### src/rtl/pattern_pkg.sv
// Shared pattern definition and FSM state encoding for the pattern stream
// generator and the detector that consumes its stream.
package pattern_pkg;

  localparam int PAT_LEN = 5;
  localparam logic [PAT_LEN-1:0] PATTERN = 5'b10110;

  typedef enum logic [3:0] {
    ST_IDLE = 4'b0001,
    ST_SEND = 4'b0010,
    ST_GAP  = 4'b0100,
    ST_DONE = 4'b1000
  } state_e;

endpackage

### src/rtl/pattern_stream_gen.sv
// Serial burst generator: emits PATTERN (MSB first) num times, separated by
// gap zero-filler bits, with a pause stall and a one-cycle done pulse.
module pattern_stream_gen
  import pattern_pkg::PAT_LEN, pattern_pkg::state_e, pattern_pkg::ST_IDLE,
         pattern_pkg::ST_SEND, pattern_pkg::ST_GAP, pattern_pkg::ST_DONE;
#(
  parameter logic [PAT_LEN-1:0] PATTERN = pattern_pkg::PATTERN,
  parameter int                 CNT_W   = 8,
  parameter int                 GAP_W   = 4
) (
  input  logic             clk_i,
  input  logic             rst_i,
  input  logic             start_i,
  input  logic [CNT_W-1:0] num_i,
  input  logic [GAP_W-1:0] gap_i,
  input  logic             pause_i,
  output logic             bit_o,
  output logic             valid_o,
  output logic             busy_o,
  output logic             done_o,
  output logic [CNT_W-1:0] sent_cnt_o
);

  localparam int               IDX_W   = $clog2(PAT_LEN);
  localparam logic [IDX_W-1:0] IDX_TOP = IDX_W'(PAT_LEN - 1);

  state_e             r_state;
  state_e             w_state_nxt;
  logic [IDX_W-1:0]   r_idx;
  logic [GAP_W-1:0]   r_gap_cnt;
  logic [GAP_W-1:0]   r_gap;
  logic [CNT_W-1:0]   r_num;
  logic [CNT_W-1:0]   r_sent;
  logic [CNT_W-1:0]   w_sent_inc;
  logic               w_last;
  logic               w_pat_end;

  assign w_sent_inc = r_sent + CNT_W'(1);
  // Compare against the incremented count so num = 2^CNT_W-1 never wraps.
  assign w_last     = (w_sent_inc == r_num);
  assign w_pat_end  = (r_state == ST_SEND) && !pause_i && (r_idx == '0);

  always_comb begin
    w_state_nxt = r_state;
    case (r_state)
      ST_IDLE: if (start_i) w_state_nxt = (num_i == '0) ? ST_DONE : ST_SEND;
      ST_SEND: if (w_pat_end) begin
        if (w_last)             w_state_nxt = ST_DONE;
        else if (r_gap == '0)   w_state_nxt = ST_SEND;
        else                    w_state_nxt = ST_GAP;
      end
      ST_GAP:  if (!pause_i && r_gap_cnt == GAP_W'(1)) w_state_nxt = ST_SEND;
      ST_DONE: w_state_nxt = ST_IDLE;
      default: w_state_nxt = ST_IDLE;
    endcase
  end

  always_ff @(posedge clk_i) begin
    if (rst_i) begin
      r_state   <= ST_IDLE;
      r_idx     <= IDX_TOP;
      r_gap_cnt <= '0;
      r_gap     <= '0;
      r_num     <= '0;
      r_sent    <= '0;
    end else begin
      r_state <= w_state_nxt;
      case (r_state)
        ST_IDLE: if (start_i) begin
          r_num  <= num_i;
          r_gap  <= gap_i;
          r_sent <= '0;
          r_idx  <= IDX_TOP;
        end
        ST_SEND: if (!pause_i) begin
          if (r_idx == '0) begin
            r_sent    <= w_sent_inc;
            r_idx     <= IDX_TOP;
            r_gap_cnt <= r_gap;
          end else begin
            r_idx <= r_idx - IDX_W'(1);
          end
        end
        ST_GAP: if (!pause_i) r_gap_cnt <= r_gap_cnt - GAP_W'(1);
        default: ;
      endcase
    end
  end

  // Pause gates the stream combinationally; everything else decodes from state.
  assign busy_o     = (r_state == ST_SEND) || (r_state == ST_GAP);
  assign valid_o    = busy_o && !pause_i;
  assign bit_o      = (r_state == ST_SEND) && !pause_i && PATTERN[r_idx];
  assign done_o     = (r_state == ST_DONE);
  assign sent_cnt_o = r_sent;

endmodule

### config.mk
export PLATFORM = sky130hd
export DESIGN_NAME = pattern_stream_gen
export DESIGN_NICKNAME = d
export VERILOG_FILES = /design/src/rtl/pattern_pkg.sv /design/src/rtl/pattern_stream_gen.sv
export SDC_FILE = /design/constraint.sdc
export NUM_CORES = 1
export LEC_CHECK = 0
export CAP_MARGIN = 10
export CORE_MARGIN = 2
export CORE_UTILIZATION = 34
export DETAILED_ROUTE_END_ITERATION = 10
export GPL_ROUTABILITY_DRIVEN = 0
export MAX_ROUTING_LAYER = met4
export SETUP_SLACK_MARGIN = 0.5
export SLEW_MARGIN = 0
export SYNTH_ARGS = -nofsm -noshare
export SYNTH_HDL_FRONTEND = slang
export SYNTH_SLANG_ARGS = --single-unit
### constraint.sdc
create_clock -name clk_i -period 3.35 [get_ports clk_i]
set_input_delay 0.67 -clock clk_i [delete_from_list [all_inputs] [get_ports clk_i]]
set_output_delay 0.67 -clock clk_i [all_outputs]
set_load 0.02 [all_outputs]
==> impl_metrics.tcl <==
set metrics [dict create \
    rsz0062_at_grt "false" \
    wl_per_cell_um 12.75 \
    period_share_pct 81.68 \
    synth_seq_area_share_pct 35.00 \
    dpl.hpwl_mm 3.047 \
    start_util_pct 35.61 \
    pin_count 28 \
    grt_max_degree 23 \
    cts_buffers 5 \
    cp_max_fo 16 \
    antenna_found_initial 0 \
    max_freq_mhz 365.5 \
    drv_cap 0 \
    hold_path.class "flop to flop" \
    synth-main-ff-cell "dfxtp_1" \
    drt-total-wl_mm 4.143 \
    synthDistinctLibCells 52 \
    clock_path_buffers 2 \
    worst_slew_pin_slew_ps 577.0 \
    worstPathRequired_ps 2680 \
    critPathLaunchType "flop" \
    first_pass_iters 4 \
    crit_start "r_state[3]" \
    r2r-end "r_state[1]" \
    r2r-start "sent_cnt_o[0]" \
    r2r_slack_ps 950 \
    syn_inst 229 \
    die_area_um2 5987 \
    grt_use_total_pct 15.06 \
    postSynth.asyncResetShare_pct 0 \
    num_antenna_cells 0 \
    die_w_um 77.38 \
    power.leakage_uw 0.0008132 \
    overflow 0 \
    status "complete, no violations" \
    finalWorstSetupSlack_ps 613.7 \
    grt_pass1_wl_mm 7.093 \
    num_rows 26 \
    syn_to_final_growth_pct 24.13 \
    dp_slack_ps 430.4 \
    drc 0 \
    clockRootBuffer "clkbuf_8" \
    yosysWarnings 0 \
    htree_levels 2 \
    cp_data_arrival_time_ps 2070 \
    clk_pin_slew_ps 70 \
    routed-via-count 1690 \
    holdPathEnd "r_gap_cnt[1]" \
    end_kind "output pin" \
    min_period_ps 2736 \
    setup_tns_ps 0 \
    drive_gt1_share_pct 8.235 \
    reg2reg_depth 6 \
    powerDensity_nw_per_um2 453.9 \
    min_from "r_gap_cnt[1]" \
    hold_viol_final 0 \
    antenna_left 0 \
    clkLatencyLatePin_ps 280 \
    ys_seq_elements 32 \
    finClkSkew_ps 7.367 \
    ir_worst_vdd_v 0.0002461 \
    nNetsFinal 274 \
    setup-violations-final 0 \
    chipHeight_um 77.38 \
    grt_pass1_vias 1479 \
    drtIter0Drc 122 \
    coreArea_um2 5140 \
    slew_headroom_pct 61.53 \
    path_class "flop to output pin" \
    syn-num-nets 249 \
    drv_slew 0 \
    numClockSinks 32 \
    syn_area_um2 1831 \
    vias_per_cell 5.200 \
    synth.avg_cell_area_um2 7.993 \
    cts_tree "built" \
    min_path_cells 2 \
    synth-edff-count 0 \
    port_buffers 27 \
]
cell families (layout without fill, tap and decap cells):
kind of cell / count (synthesis) / after routing / share of synthesized area, %
buffers and inverters: 18 / 44 / 4.921
adders and majority gates: 4 / 4 / 2.734
AOI/OAI and AO/OA: 65 / 65 / 23.10
DFF: 32 / 32 / 35.00
and+or+nand+nor: 97 / 97 / 27.89
muxes: 2 / 2 / 1.094
xor gates and xnor gates: 11 / 11 / 5.263
power by group:
part	switching, uW	internal [uW]
combinational	106	87.9
clock	145	262
sequential	26.5	404
total	277	755
sequential cells by signal, indices dropped and copies added, names as in the netlist, named ones only:
name,flops
r_num,8
sent_cnt_o,8
r_gap,4
r_gap_cnt,4
r_state,4
r_idx,3
placed cells by master, fill, tap and decap left out, types with 5 or more instances in the layout:
cell type,count
clkdlybuf4s50_1,25
clkbuf_8,7
dfxtp_1,31
xnor2_1,5
a311oi_1,6
nand3_1,7
nand2_1,43
inv_1,6
o21ai_0,12
nor2_1,15
xor2_1,6
a21oi_1,26
cell type report:
class / count / area (um2)
fill: 546 / 2868
multi-input combinational: 179 / 1100
sequential: 32 / 641.9
timing repair buffer: 30 / 294.0
clock buffer: 7 / 96.34
tap: 70 / 87.58
clock inverter: 1 / 30.03
inverter: 6 / 22.52
routing by layer:
| metal | routed length (um) | global-route usage (%) | part of all wire, % | up-vias |
|---|---|---|---|---|
| met5 | 0 | - | 0 | - |
| met4 | 49 | 4.821 | 1.2 | 0 |
| met3 | 203 | 3.953 | 4.9 | 5 |
| met2 | 1824 | 21.91 | 44 | 41 |
| met1 | 2064 | 20.42 | 50 | 778 |
| li1 | - | - | - | 866 |
worst max path at each step:
| stage | slack, ps | endpoint |
|---|---|---|
| 3_3_place_gp | 460 | bit_o |
| 5_1_grt | 520 | busy_o |
| 2_1_floorplan | 1120 | valid_o |
| 4_1_cts | 520 | valid_o |
| 6_report | 610 | busy_o |
| 3_5_place_dp | 430 | bit_o |
stage by stage:
step / std cells / instance area [um2] / total power, uW / util, % / hold slack [ps]
after floorplan: 229 / 1831 / 573.8 / - / 445.0
after global placement: 317 / 2143 / 633.6 / 41.70 / 464.4
after CTS: 325 / 2270 / 1042 / 44.16 / 474.2
after global routing: 325 / 2272 / 1086 / 44.21 / 493.8
final: 325 / 2272 / 1031 / 44.21 / 471.8
after detailed placement: 317 / 2143 / 634.7 / 41.70 / 466.3
Yosys cell counts (2+ instances only):
master,number,area share [%]
and2_1,2,0.68
a22oi_1,4,1.6
xnor2_1,5,2.4
buf_2,5,1.4
dfxtp_1,32,35
nand2b_1,4,1.4
ha_1,4,2.7
nor2b_1,2,0.68
clkbuf_1,6,1.2
o21ai_0,12,3.3
nor3_1,4,1.1
or4_1,2,0.82
nor2_1,15,3.1
a41oi_1,2,0.96
a311oi_1,6,2.9
mux2i_1,2,1.1
nand3_1,7,1.9
a211oi_1,2,0.82
a31oi_1,2,0.68
xor2_1,6,2.9
o211ai_1,2,0.82
nand2_1,43,8.8
a21oi_1,26,7.1
inv_1,6,1.2
critical path, stage by stage (launching register included):
cell and delay (ps):
dfxtp_1 370, or4b_1 540, buf_4 200, nand2_1 70, clkdlybuf4s50_1 590
timing repair:
action	4_1_cts	5_1_grt
setup buffers	0	0
gates resized for setup	2	1
hold buffers	0	0
setup endpoints to repair	2	1
No activity file was read; power rests on OpenSTA's default activity.
==> edit 1 (same flow settings) <==
Add an input register stage for `start_i`, `num_i`, `gap_i` and `pause_i`, without a reset; this delays them by one clock.
--- a/src/rtl/pattern_stream_gen.sv
+++ b/src/rtl/pattern_stream_gen.sv
@@ -24,6 +24,18 @@
   localparam int               IDX_W   = $clog2(PAT_LEN);
   localparam logic [IDX_W-1:0] IDX_TOP = IDX_W'(PAT_LEN - 1);
 
+  logic start_q;
+  logic [CNT_W-1:0] num_q;
+  logic [GAP_W-1:0] gap_q;
+  logic pause_q;
+
+  always_ff @(posedge clk_i) begin
+    start_q <= start_i;
+    num_q   <= num_i;
+    gap_q   <= gap_i;
+    pause_q <= pause_i;
+  end
+
   state_e             r_state;
   state_e             w_state_nxt;
   logic [IDX_W-1:0]   r_idx;
@@ -38,18 +50,18 @@
   assign w_sent_inc = r_sent + CNT_W'(1);
   // Compare against the incremented count so num = 2^CNT_W-1 never wraps.
   assign w_last     = (w_sent_inc == r_num);
-  assign w_pat_end  = (r_state == ST_SEND) && !pause_i && (r_idx == '0);
+  assign w_pat_end  = (r_state == ST_SEND) && !pause_q && (r_idx == '0);
 
   always_comb begin
     w_state_nxt = r_state;
     case (r_state)
-      ST_IDLE: if (start_i) w_state_nxt = (num_i == '0) ? ST_DONE : ST_SEND;
+      ST_IDLE: if (start_q) w_state_nxt = (num_q == '0) ? ST_DONE : ST_SEND;
       ST_SEND: if (w_pat_end) begin
         if (w_last)             w_state_nxt = ST_DONE;
         else if (r_gap == '0)   w_state_nxt = ST_SEND;
         else                    w_state_nxt = ST_GAP;
       end
-      ST_GAP:  if (!pause_i && r_gap_cnt == GAP_W'(1)) w_state_nxt = ST_SEND;
+      ST_GAP:  if (!pause_q && r_gap_cnt == GAP_W'(1)) w_state_nxt = ST_SEND;
       ST_DONE: w_state_nxt = ST_IDLE;
       default: w_state_nxt = ST_IDLE;
     endcase
@@ -66,13 +78,13 @@
     end else begin
       r_state <= w_state_nxt;
       case (r_state)
-        ST_IDLE: if (start_i) begin
-          r_num  <= num_i;
-          r_gap  <= gap_i;
+        ST_IDLE: if (start_q) begin
+          r_num  <= num_q;
+          r_gap  <= gap_q;
           r_sent <= '0;
           r_idx  <= IDX_TOP;
         end
-        ST_SEND: if (!pause_i) begin
+        ST_SEND: if (!pause_q) begin
           if (r_idx == '0) begin
             r_sent    <= w_sent_inc;
             r_idx     <= IDX_TOP;
@@ -81,7 +93,7 @@
             r_idx <= r_idx - IDX_W'(1);
           end
         end
-        ST_GAP: if (!pause_i) r_gap_cnt <= r_gap_cnt - GAP_W'(1);
+        ST_GAP: if (!pause_q) r_gap_cnt <= r_gap_cnt - GAP_W'(1);
         default: ;
       endcase
     end
@@ -89,8 +101,8 @@
 
   // Pause gates the stream combinationally; everything else decodes from state.
   assign busy_o     = (r_state == ST_SEND) || (r_state == ST_GAP);
-  assign valid_o    = busy_o && !pause_i;
-  assign bit_o      = (r_state == ST_SEND) && !pause_i && PATTERN[r_idx];
+  assign valid_o    = busy_o && !pause_q;
+  assign bit_o      = (r_state == ST_SEND) && !pause_q && PATTERN[r_idx];
   assign done_o     = (r_state == ST_DONE);
   assign sent_cnt_o = r_sent;
 
Formal check against the unedited RTL: not equivalent (Yosys sat finds a counterexample within 4 cycles, from zero or initial values and one cycle with rst_i high).
==> edit 1 against the unedited design <==
- wire length increased by 7.2%
- critical endpoint is now bit_o
- worst setup slack gained 140 ps
- cell area is 13% higher
- total power increased by 38%
- sequential cell count is 14 higher
- register-to-register slack better by 150 ps
- synthesized area increased by 14%
- combinational power increased by 89%
==> edit 1: results (changes against the unedited design) <==
Worst Skew -> 5.084 ps (-2.283 ps)
Netlist cell types -> 46 (-12%)
complex-gate fraction of the synthesized area -> 17.44% (-5.7 points)
vias in the first global route -> 1,528 (+3.3%)
DR vias/cell -> 4.949 (-4.8%)
non-filler cells, final -> 352 (+8.3%)
syn_nets -> 269 (+8.0%)
Worst EP arrival -> 1930 ps (-140 ps)
worst-skew pair later-pin latency -> 300 ps (+20 ps)
metal3 WL -> 187 um (-7.9%)
first-pass GRT wire length -> 7196 um (+1.5%)
Hold Worst Slack -> 440.9 ps (-30.92 ps)
pin count of the biggest net entering global routing -> 25 (+8.7%)
Detail Route met2 WL -> 1969 um (+7.9%)
R2R setup slack -> 1100 ps (+150 ps)
Seq. pwr -> 0.652 mW (+51%)
CP delay by family, top -> simple AND/OR/NAND/NOR gates
pre-CTS WS -> 571.2 ps (+140.8 ps)
M2 GR Usage -> 21.69% (-0.22 points)
nets -> 296 (+8.0%)
Pleak -> 0.9340 nW (+15%)
met1 Usage GRT -> 19.17% (-1.3 points)
CP max stage cell -> or4b_4
top cells by count, synth -> dfxtp_1, nand2_1, a21oi_1
post-CTS resize count -> 4 (+2)
met3 usage -> 3.587% (-0.37 points)
Metal-1 WL -> 2240 um (+8.5%)
post-detail-place hpwl -> 3239 um (+6.3%)
run status -> finished clean
area post-placement -> 2422 um^2 (+13%)
postcts setup bufs -> 3 (+3)
Sw Share -> 30.60% (+3.8 points)
Overall Global Routing Usage -> 14.39% (-0.67 points)
dpl cells -> 341 (+7.6%)
P per Cell Area -> 555.4 nW/um^2 (+22%)
Peak supply drop -> 0.0002823 V (+15%)
Reg2Reg Capture Point -> r_state[2]$_SDFFE_PP0P_
mux cell area share after synthesis -> 2.031% (+0.94 points)
filler cell count -> 601 (+10%)
edit 1: changes by cell type in the layout (fill, tap and decap cells not counted), moves of 4 or more:
cell,change
a311oi_1,-6
dfxtp_1,+15
nand2_1,-7
nor2_1,+4
xor2_1,-4
edit 1: final cells by class:
type	instances	share of cell area (%)
Multi-Input combinational cell	185	43.07
Sequential cell	46	35.94
Timing Repair Buffer	33	12.30
Tap cell	75	3.662
Clock buffer	6	2.832
Clock inverter	2	1.465
Inverter	5	0.7324
edit 1: how the worst max path moves through the flow:
stage / from / to / slack [ps] / depth (start not counted)
after floorplan: r_state[0]$_SDFFE_PP1P_ / bit_o / 1150 / 5
after detailed placement: r_state[0]$_SDFFE_PP1P_ / bit_o / 570 / 4
after global routing: r_state[1]$_SDFFE_PP0P_ / bit_o / 620 / 4
final: r_state[0]$_SDFFE_PP1P_ / bit_o / 750 / 4
after CTS: r_state[0]$_SDFFE_PP1P_ / busy_o / 570 / 4
after global placement: r_state[0]$_SDFFE_PP1P_ / bit_o / 580 / 4
==> edit 2 (config.mk and constraints unchanged) <==
Without the edit above. Change the parameter `GAP_W` from 4 to 5.
--- a/src/rtl/pattern_stream_gen.sv
+++ b/src/rtl/pattern_stream_gen.sv
@@ -6,7 +6,7 @@
 #(
   parameter logic [PAT_LEN-1:0] PATTERN = pattern_pkg::PATTERN,
   parameter int                 CNT_W   = 8,
-  parameter int                 GAP_W   = 4
+  parameter int                 GAP_W   = 5
 ) (
   input  logic             clk_i,
   input  logic             rst_i,
Interface: changed (resized gap_i); port bits go from 28 to 29. No check against the original RTL was run, so the function may have changed too.
==> edit 2 against the unedited design <==
- wire length grew 14%
- count of clock-buffer cells in the layout shrank 2
- worst setup slack got worse by 2.5 ps
- total power rose by 11%
- cell area is 8.0% higher
- clock power grew 14%
- sequential share of layout area decreased by 0.41 points
- synthesized area increased by 6.8%
- sequential cell count is 2 higher
- worst hold slack better by 3.1 ps
- first-iteration DRC count increased by 22%
==> edit 2: results (changes against the unedited design) <==
run status -> finished clean
Gate power share -> 19.6% (+0.8 points)
nets -> 300 (+9.5%)
asr flop ratio synth -> 0% (unchanged)
DR vias/cell -> 5.182 (-0.35%)
register area share after synthesis -> 34.80% (-0.19 points)
Initial DRC Count -> 149 (+22%)
postcts setup bufs -> 0 (unchanged)
P_comb -> 0.224 mW (+15%)
Seq. pwr -> 0.458 mW (+6.3%)
share of cells above drive strength 1 -> 12.14% (+3.9 points)
P_int -> 0.8256 mW (+9.4%)
pin count of the biggest net entering global routing -> 20 (-13%)
pre-CTS WS -> 663.8 ps (+233.5 ps)
Netlist cell types -> 55 (+5.8%)
top cells by count, synth -> nand2_1, dfxtp_1, a21oi_1
Pleak -> 0.8716 nW (+7.2%)
Rel. slew slack -> 49.97% (-12 points)
crit path max fanout -> 19 (+3)
Peak supply drop -> 0.0002371 V (-3.7%)
htree depth -> 2 (unchanged)
dpl cells -> 344 (+8.5%)
post-DR wirelength/cell -> 13.36 um (+4.8%)
vias in the first global route -> 1,677 (+13%)
post-detail-place hpwl -> 3410 um (+12%)
first-pass detailed-route iteration total -> 4 (unchanged)
leading post-synthesis cells by cell area -> dfxtp_1, nand2_1, a21oi_1, nor2_1, o21ai_0
syn_nets -> 271 (+8.8%)
syn avg cell area -> 7.823 um^2 (-2.1%)
Worst Skew -> 6.169 ps (-1.198 ps)
Overall Global Routing Usage -> 16.11% (+1.0 points)
Reg clk slew, reported paths -> 80 ps
Hold Path Class -> reg -> reg
area post-placement -> 2308 um^2 (+7.7%)
first-pass GRT wire length -> 7990 um (+13%)
CP max stage delay -> 590 ps (about the same)
IO buf count -> 28 (+3.7%)
CP max stage cell -> clkdlybuf4s50_1
via count -> 1,824 (+7.9%)
==> edit 2: changes by cell type after synthesis, sizes merged, moves of 3 or more <==
cell / delta
nor3: +7
a22oi: -3
a21oi: +5
o21ai: +4
nand3b: +3
nor2: +4
a311oi: -6
buf: -3
clkbuf: +4
==> edit 2: path summary, 6_finish.rpt <==
path | start | to | slack, ps | cells after the start
worst max-delay path | r_state[3]$_SDFFE_PP0P_ | busy_o | 610 | 4
worst min-delay path | r_gap[3]$_SDFFE_PP0P_ | r_gap[3]$_SDFFE_PP0P_ | 470 | 2
worst max register to register | r_state[0]$_SDFFE_PP1P_ | sent_cnt_o[6]$_SDFFE_PP0P_ | 1060 | 5
worst min register to register | r_gap[3]$_SDFFE_PP0P_ | r_gap[3]$_SDFFE_PP0P_ | 470 | 2
==> edit 2: kinds of logic after synthesis <==
kind of cell	count (synthesis)	synth area share, %
compound gates	69	22.78
simple gates	116	31.22
xor+xnor	8	3.582
flops	34	34.80
fa+ha+maj	4	2.559
mux	1	0.5119
buf+inv	18	4.543
==> edit 2: critical path, delay by kind of cell (launching register included) <==
kind                   cells  cell delay (ps)
AND/OR/NAND/NOR            2              600
buffers and inverters      2              800
flip-flops                 1              370
==> edit 2: final cells by class <==
type / instances / area, um^2
Multi-Input combinational cell: 198 / 1190
Clock buffer: 5 / 68.82
Clock inverter: 3 / 68.82
Inverter: 5 / 18.77
Tap cell: 72 / 90.09
Sequential cell: 34 / 683.2
Fill cell: 573 / 3087
Timing Repair Buffer: 35 / 334.1
==> edit 2: routing by layer <==
layer,vias to the layer above,routed length (um),global-route usage [%]
li1,951,-,-
met1,823,2278,21.76
met2,45,2155,24.54
met3,5,206,2.489
met4,0,64,5.593
met5,-,0,-
